### src/rtl/fc_dot16_consumer_pkg.sv
// Shared constants and FSM encoding for the 16-input FC dot-product consumer.
package fc_dot16_consumer_pkg;

    localparam int N_IN  = 16;   // inputs per vector, one per weight port
    localparam int FRAC  = 16;   // Q16.16 fractional bits
    localparam int ACC_W = 68;   // 64-bit product plus 4 guard bits for 16 terms
    localparam int IDX_W = 4;

    localparam logic [31:0] Q_MAX = 32'h7FFF_FFFF;
    localparam logic [31:0] Q_MIN = 32'h8000_0000;

    localparam logic [IDX_W-1:0] IDX_LAST = IDX_W'(N_IN - 1);

    typedef enum logic [1:0] {
        S_LOAD = 2'd0,
        S_ACC  = 2'd1,
        S_OUT  = 2'd2
    } state_t;

endpackage

### src/rtl/fc_dot16_consumer_mac_sat.sv
// Combinational datapath: one signed MAC step and the Q16.16 shift/saturate.
module fc_dot16_consumer_mac_sat
    import fc_dot16_consumer_pkg::*;
(
    input  logic [ACC_W-1:0] acc_i,
    input  logic [31:0]      x_i,
    input  logic [31:0]      w_i,
    output logic [ACC_W-1:0] acc_o,
    input  logic [ACC_W-1:0] sacc_i,
    output logic [31:0]      y_o,
    output logic             sat_o
);

    logic signed [63:0]      xe;
    logic signed [63:0]      we;
    logic signed [63:0]      prod;
    logic signed [ACC_W-1:0] sh;
    logic                    hi;
    logic                    lo;

    // Full-precision signed product, sign-extended into the guarded accumulator.
    always_comb begin
        xe    = {{32{x_i[31]}}, x_i};
        we    = {{32{w_i[31]}}, w_i};
        prod  = xe * we;
        acc_o = acc_i + {{(ACC_W-64){prod[63]}}, prod};
    end

    // Arithmetic shift drops the fraction (floor), then clip to the 32-bit range.
    always_comb begin
        sh    = $signed(sacc_i) >>> FRAC;
        hi    = ~sh[ACC_W-1] & (|sh[ACC_W-2:31]);
        lo    = sh[ACC_W-1] & ~(&sh[ACC_W-2:31]);
        sat_o = hi | lo;
        if (hi)      y_o = Q_MAX;
        else if (lo) y_o = Q_MIN;
        else         y_o = sh[31:0];
    end

endmodule

### src/rtl/fc_dot16_consumer.sv
// FC weight consumer: loads 16 weights, then MACs 16 activations per vector
// and emits one saturated Q16.16 result on a valid/ready port.
module fc_dot16_consumer
    import fc_dot16_consumer_pkg::*;
(
    input  logic        clk,
    input  logic        rst,
    output logic        wl_load,
    input  logic        wl_load_done,
    input  logic [31:0] wl_w_0,
    input  logic [31:0] wl_w_1,
    input  logic [31:0] wl_w_2,
    input  logic [31:0] wl_w_3,
    input  logic [31:0] wl_w_4,
    input  logic [31:0] wl_w_5,
    input  logic [31:0] wl_w_6,
    input  logic [31:0] wl_w_7,
    input  logic [31:0] wl_w_8,
    input  logic [31:0] wl_w_9,
    input  logic [31:0] wl_w_10,
    input  logic [31:0] wl_w_11,
    input  logic [31:0] wl_w_12,
    input  logic [31:0] wl_w_13,
    input  logic [31:0] wl_w_14,
    input  logic [31:0] wl_w_15,
    input  logic        reload,
    output logic        weights_ready,
    input  logic        x_valid,
    output logic        x_ready,
    input  logic [31:0] x_data,
    output logic        y_valid,
    input  logic        y_ready,
    output logic [31:0] y_data,
    output logic        y_sat
);

    state_t             state_q;
    logic               wl_load_q;
    logic               wr_q;
    logic [31:0]        w_q [N_IN];
    logic [ACC_W-1:0]   acc_q;
    logic [ACC_W-1:0]   acc_d;
    logic [IDX_W-1:0]   idx_q;
    logic               yv_q;
    logic [31:0]        yd_q;
    logic               ys_q;
    logic [31:0]        y_d;
    logic               sat_d;
    logic [31:0]        wl_w [N_IN];
    logic               reload_go;
    logic               accept;

    assign wl_w[0]  = wl_w_0;
    assign wl_w[1]  = wl_w_1;
    assign wl_w[2]  = wl_w_2;
    assign wl_w[3]  = wl_w_3;
    assign wl_w[4]  = wl_w_4;
    assign wl_w[5]  = wl_w_5;
    assign wl_w[6]  = wl_w_6;
    assign wl_w[7]  = wl_w_7;
    assign wl_w[8]  = wl_w_8;
    assign wl_w[9]  = wl_w_9;
    assign wl_w[10] = wl_w_10;
    assign wl_w[11] = wl_w_11;
    assign wl_w[12] = wl_w_12;
    assign wl_w[13] = wl_w_13;
    assign wl_w[14] = wl_w_14;
    assign wl_w[15] = wl_w_15;

    // Reload only takes effect at a vector boundary; it steals the cycle from x.
    assign reload_go = (state_q == S_ACC) && reload && (idx_q == '0);
    assign x_ready   = (state_q == S_ACC) && !reload_go;
    assign accept    = x_valid && x_ready;

    assign wl_load       = wl_load_q;
    assign weights_ready = wr_q;
    assign y_valid       = yv_q;
    assign y_data        = yd_q;
    assign y_sat         = ys_q;

    fc_dot16_consumer_mac_sat u_mac (
        .acc_i  (acc_q),
        .x_i    (x_data),
        .w_i    (w_q[idx_q]),
        .acc_o  (acc_d),
        .sacc_i (acc_d),
        .y_o    (y_d),
        .sat_o  (sat_d)
    );

    // Control FSM with weight file, accumulator, index and registered outputs.
    always_ff @(posedge clk or posedge rst) begin
        if (rst) begin
            state_q   <= S_LOAD;
            wl_load_q <= 1'b0;
            wr_q      <= 1'b0;
            acc_q     <= '0;
            idx_q     <= '0;
            yv_q      <= 1'b0;
            yd_q      <= '0;
            ys_q      <= 1'b0;
            for (int i = 0; i < N_IN; i++) w_q[i] <= '0;
        end else begin
            case (state_q)
                S_LOAD: begin
                    // A done already present on entry is taken without raising load.
                    if (wl_load_done) begin
                        for (int i = 0; i < N_IN; i++) w_q[i] <= wl_w[i];
                        wl_load_q <= 1'b0;
                        wr_q      <= 1'b1;
                        state_q   <= S_ACC;
                    end else begin
                        wl_load_q <= 1'b1;
                    end
                end
                S_ACC: begin
                    if (reload_go) begin
                        wr_q    <= 1'b0;
                        state_q <= S_LOAD;
                    end else if (accept) begin
                        acc_q <= acc_d;
                        idx_q <= idx_q + 1'b1;
                        if (idx_q == IDX_LAST) begin
                            state_q <= S_OUT;
                            yv_q    <= 1'b1;
                            yd_q    <= y_d;
                            ys_q    <= sat_d;
                        end
                    end
                end
                S_OUT: begin
                    if (y_ready) begin
                        yv_q    <= 1'b0;
                        acc_q   <= '0;
                        idx_q   <= '0;
                        state_q <= S_ACC;
                    end
                end
                default: state_q <= S_LOAD;
            endcase
        end
    end

endmodule
### config.mk
export PLATFORM = sky130hd
export DESIGN_NAME = fc_dot16_consumer
export DESIGN_NICKNAME = d
export VERILOG_FILES = /design/src/rtl/fc_dot16_consumer_pkg.sv /design/src/rtl/fc_dot16_consumer_mac_sat.sv /design/src/rtl/fc_dot16_consumer.sv
export SDC_FILE = /design/constraint.sdc
export NUM_CORES = 2
export LEC_CHECK = 0
export CORE_MARGIN = 2
export CORE_UTILIZATION = 55
export CTS_CLUSTER_SIZE = 20
export DETAILED_ROUTE_END_ITERATION = 10
export DONT_BUFFER_PORTS = 1
export PLACE_DENSITY = 0.76
export SETUP_SLACK_MARGIN = 0.5
export SYNTH_ARGS = -nofsm -noshare
export SYNTH_HDL_FRONTEND = slang
export SYNTH_SLANG_ARGS = --single-unit
### constraint.sdc
create_clock -name clk -period 21.2 [get_ports clk]
set_input_delay 2.12 -clock clk [delete_from_list [all_inputs] [get_ports clk]]
set_output_delay 2.12 -clock clk [all_outputs]
set_load 0.01 [all_outputs]
After elaboration in Yosys (flattened, before gate mapping)
Index checks and enable logic that the tools add are counted.
{ "classes": {"mul": 1, "magnitude_cmp": 1, "reduce_logical": 17, "eq_ne": 11, "n_bitwise": 7, "n_mux": 28, "n_addsub": 2} }
{ "op_table": {"columns": ["operator", "count"], "rows": [
  ["68-bit two-way mux", 3],
  ["68-bit case mux with 2 select lines", 1],
  ["32-bit binary-select mux with 4-bit select", 1],
  ["32-bit two-way mux", 4],
  ["68-bit adder", 1],
  ["32-bit by 32-bit multiplier with 64-bit output", 1],
  ["21-bit AND reduction", 1],
  ["21-bit OR reduction", 1],
  ["4-bit two-way mux", 3],
  ["4-bit AND reduction", 3],
  ["2-bit two-way mux", 5],
  ["2-bit inequality test (second input constant)", 5],
  ["4-bit case mux with 2 select lines", 1],
  ["1-bit two-way mux", 7],
  ["2-bit case mux with 3 select lines", 1],
  ["5-bit >= comparator (second input constant)", 1],
  ["4-bit inverter with 5-bit output", 1],
  ["5-bit AND reduction", 1],
  ["4-bit by 1-bit adder with 4-bit output (second input constant)", 1],
  ["4-bit equality test (second input constant)", 1],
  ["1-bit logical AND", 4],
  ["4-bit logical NOT", 1],
  ["1-bit case mux with 2 select lines", 2],
  ["2-bit nonzero test", 2],
  ["12 further kinds", 15]
]} }
{ "word_totals": {"out_inout_bits": 37, "register_bits": 622, "word_cells": 91, "inputBits": 550} }

Longest topological paths before layout
{ "depth": {"word_depth": 11, "mapped_depth": 51, "mapped_depth_nobuf": 45} }

By module
A second synthesis with hierarchy kept.
{ "unflattened": {"hier_cells": 6130, "hier_area_um2": 66960.5} }
{ "modules_own_cells": {"columns": ["mod", "instances", "area_each_um2", "seq_area_each_um2", "cells_each"], "rows": [
  ["fc_dot16_consumer_mac_sat", 1, 40003.4, 0.0, 4438],
  ["fc_dot16_consumer", 1, 26957.1, 15564.9, 1692]
]} }

Least setup slack after synthesis
OpenSTA, ideal clock, no wires.
{ "synth_path": {"path_kind": "register to register", "from": "register idx_q[0]", "to": "register yd_q[10], in the netlist y_data[10]", "stages_incl_launch_ff": 44, "t_required_ps": 21127, "synth_period_minus_slack_ps": 13014, "setup_ps": 73, "slack_ps": 8186, "arrival_time_ps": 12941, "n_path_buf": 7, "path_cell_list": "dfrtp_1 clkbuf_1 buf_1 buf_1 clkbuf_1 mux4_2 mux4_2 clkbuf_1 nand2_1 inv_1 fa_1 fa_1 fa_1 inv_1 fa_1 inv_1 fa_1 fa_1 [8 not listed] o21a_1 nor2_1 o21ai_0 xor2_1 ha_1 clkbuf_1 nand2_1 nor4_1 nand3_1 a21o_1 a21o_1 a31o_1 or4b_1 or4_4 o41ai_4 buf_6 nand2_2 a21oi_2"} }
{ "synth_via": {"elab_chain_len": 11, "elab_cells_between_ends": 22, "cone_classes": "1 x add/sub; 1 x mul; 1 x eq/ne; 5 x mux; 6 x bitwise; 8 x reduce/logical"} }
{ "synth_rtl": {"columns": ["item", "line", "text"], "rows": [
  ["start, declared", "fc_dot16_consumer.sv:43", "logic [IDX_W-1:0] idx_q;"],
  ["start signal, assigned", "fc_dot16_consumer.sv:122", "idx_q <= idx_q + 1'b1;"],
  ["4-bit inverter with 5-bit output (implied by the code)", "fc_dot16_consumer.sv:84", ".w_i (w_q[idx_q]),"],
  ["32-bit binary-select mux with 4-bit select", "fc_dot16_consumer.sv:84", null],
  ["32-bit two-way mux (implied by the code) (2 in series)", "fc_dot16_consumer.sv:84", null],
  ["32-bit by 32-bit multiplier with 64-bit output", "fc_dot16_consumer_mac_sat.sv:25", "prod = xe * we;"],
  ["68-bit adder", "fc_dot16_consumer_mac_sat.sv:26", "acc_o = acc_i + {{(ACC_W-64){prod[63]}}, prod};"],
  ["21-bit AND reduction", "fc_dot16_consumer_mac_sat.sv:33", "lo = sh[ACC_W-1] & ~(&sh[ACC_W-2:31]);"],
  ["1-bit inverter", "fc_dot16_consumer_mac_sat.sv:33", null],
  ["1-bit AND", "fc_dot16_consumer_mac_sat.sv:33", null],
  ["32-bit two-way mux", "fc_dot16_consumer_mac_sat.sv:36", "else if (lo) y_o = Q_MIN;"],
  ["32-bit two-way mux", "fc_dot16_consumer_mac_sat.sv:35", "if (hi) y_o = Q_MAX;"],
  ["end signal, assigned", "fc_dot16_consumer.sv:126", "yd_q <= y_d;"],
  ["end, declared", "fc_dot16_consumer.sv:45", "logic [31:0] yd_q;"]
]} }
Several ways; a longest one is shown, not always the timed one. The select of a mux whose other input is x is not followed.
A chain may end at the register's enable or synchronous reset.

Worst setup path in the final report
{ "layout_path": {"from": "register idx_q[0]", "to": "register yd_q[29], in the netlist y_data[29]"} }
Same word-level chain as after synthesis.

==> flow_metrics.tcl <==
set metrics [dict create \
    status "completed" \
    setup_viol 0 \
    cp_max_fo 49 \
    synthTopCellsByArea "fa_1, dfrtp_1, mux2_2" \
    cts.clk_slew.worst_paths_ps 70 \
    relSlewSlack 0.2554 \
    yosysUniqueCellTypes 79 \
    setup_tns_ps 0 \
    synth_area_um2 67210 \
    cts_sinks 622 \
    final_nets 7861 \
    drtAntennaViolNets 0 \
    synth_cells 6210 \
    cts_resized 0 \
    yosysTopAreaCell "fa_1" \
    cts_tree "yes" \
    cts_buffers 66 \
    place.port_buffers 0 \
    via_per_inst 5.912 \
    synth_compound_area_frac 0.04697 \
    period_minus_slack_ps 15940 \
    routed_wl_mm 185.7 \
    first_iter_violations 3377 \
    avgRoutedWirePerCell_um 24.02 \
    cp.arrival_ps 16540 \
    synth-xor-area-share 0.01703 \
    yosysWarnings 0 \
    cp.required_ps 21800 \
    slowest_stage "dfrtp_4" \
    synth.top_cell.area_share 0.3226 \
    cts_setup_buffers 0 \
    hold_violations 0 \
    clock_latency_ps 680 \
    rows 128 \
    avgSynthCellArea_um2 10.82 \
    grt_pass1_wl_mm 290.8 \
    critPathLaunchType "flip-flop" \
    synth_adder_area_share 0.3706 \
    grt_setup_unrepaired "no" \
    grt_usage 0.3026 \
    final_cells 7729 \
    critPathKind "reg -> reg" \
    synth_seq_area_share 0.2316 \
    grt_start_max_net_pins 195 \
    max_cap_violations 0 \
    fin_skew_ps 49.17 \
    first_pass_iters 6 \
    cp_common_cell "fa_1" \
    io-pin-count 587 \
    min_path_type "reg -> reg" \
    hold_buffers 0 \
    grt_pass1_vias 50130 \
    h-tree-depth 3 \
    drive_gt1_frac 0.1508 \
    post-synth-top-count-cell "fa_1" \
    syn_nets 8101 \
    fillers 9869 \
    place_congestion 0.9399 \
    grt_overflow_total 0 \
    synthArstFlopShare 1.000 \
    synth_commonest_cells "fa_1, inv_1, nand2_1" \
    dieWidth_um 353.6 \
    fmax_mhz 62.73 \
    floorplan.die_area_um2 125000 \
    final_util 0.5811 \
    placed_cells 7527 \
    dp.final_hpwl_mm 142.5 \
    clk_path_buf_depth 3 \
    synth.ff_latch_count 622 \
    syn2layout_area_growth_pct 5.103 \
    worstMarginPinSlew_ps 1117 \
    hold_ws_ps 501.4 \
    start_util 0.5529 \
    fin_crit_sh 0.7519 \
    core-area_um2 121600 \
    route.detailed.drc 0 \
    crit_path_end_kind "flip-flop" \
    yosys.area_share.simple 0.1175 \
    cts-root-buf "clkbuf_16" \
    synth_top_family_by_area "adder cells" \
    synth_edf_count 0 \
    fp.dieH_um 353.6 \
    slowest_delay_ps 990 \
    antenna_found_initial 107 \
    synth_flop_cell "dfrtp_1" \
    maxSlewViolCount 0 \
    vias 45690 \
    synth_mux_area_frac 0.1397 \
]
flip-flops by register name (all words and copies together), names as in the netlist:
signal,flops
weights_ready,1
idx_q,4
y_sat,1
state_q,2
w_q,512
y_valid,1
acc_q,68
y_data,32
wl_load,1
layout by cell type (no fill, tap or decap), types with 127 or more instances in the layout:
master / instances
a21oi_1: 146
and2_1: 516
dfrtp_1: 618
fa_1: 1083
ha_1: 258
inv_1: 1014
mux2_2: 513
mux4_2: 159
nand2_1: 689
nor2_1: 127
routing by layer:
layer | vias up | GRT usage | routed length, um
met1 | 23980 | 0.3613 | 66230
met2 | 1946 | 0.5189 | 95430
met4 | 46 | 0.1504 | 9209
met3 | 520 | 0.06639 | 14510
met5 | - | 0 | 297
li1 | 19200 | - | -
cell families after synthesis:
kind of cell / Yosys count
adders and majority gates: 1341
buffers and inverters: 1355
AOI/OAI and AO/OA: 488
xor gates and xnor gates: 129
and+or+nand+nor: 1600
DFF: 622
muxes: 675
metrics by stage:
step	cell area, um2	worst slack (ps)
final	70640	5260
after CTS	70430	5213
after global routing	70590	4273
after detailed placement	68230	5238
after global placement	68220	5485
after floorplan	67210	1661
final timing paths:
check                               from         end  slack [ps]  depth (start not counted)
worst max-delay path            idx_q[0]  y_data[29]        5260                         42
worst min register to register   w_q[23]     w_q[23]         500                          1
min in group asynchronous            rst    w_q[392]        1400                          1
max in group asynchronous            rst    w_q[367]       15650                          5
worst max register to register  idx_q[0]  y_data[29]        5260                         42
worst min-delay path             w_q[23]     w_q[23]         500                          1
critical path, delay by kind of cell (launching register included):
family                     cells  cell delay (ps)
DFF                            1              990
AOI/OAI and AO/OA              9             2770
adders and majority gates     10             4720
and+or+nand+nor               13             3210
muxes                          2             1440
xor gates and xnor gates       1              250
buffers and inverters          7             2250
layout make-up:
class / instances / area, um2 / share of cell area
timing repair buffer: 32 / 277.8 / 0.003932
clock buffer: 91 / 1856 / 0.02627
inverter: 1015 / 3817 / 0.05404
sequential: 622 / 15570 / 0.2205
antenna: 84 / 210.2 / 0.002976
multi-input combinational: 4233 / 46530 / 0.6587
tap: 1625 / 2033 / 0.02878
clock inverter: 27 / 342.8 / 0.004853
Power is left out: the tool's default activity adds up to more than one toggle a clock period on the data nets, which glitch-free logic cannot reach.
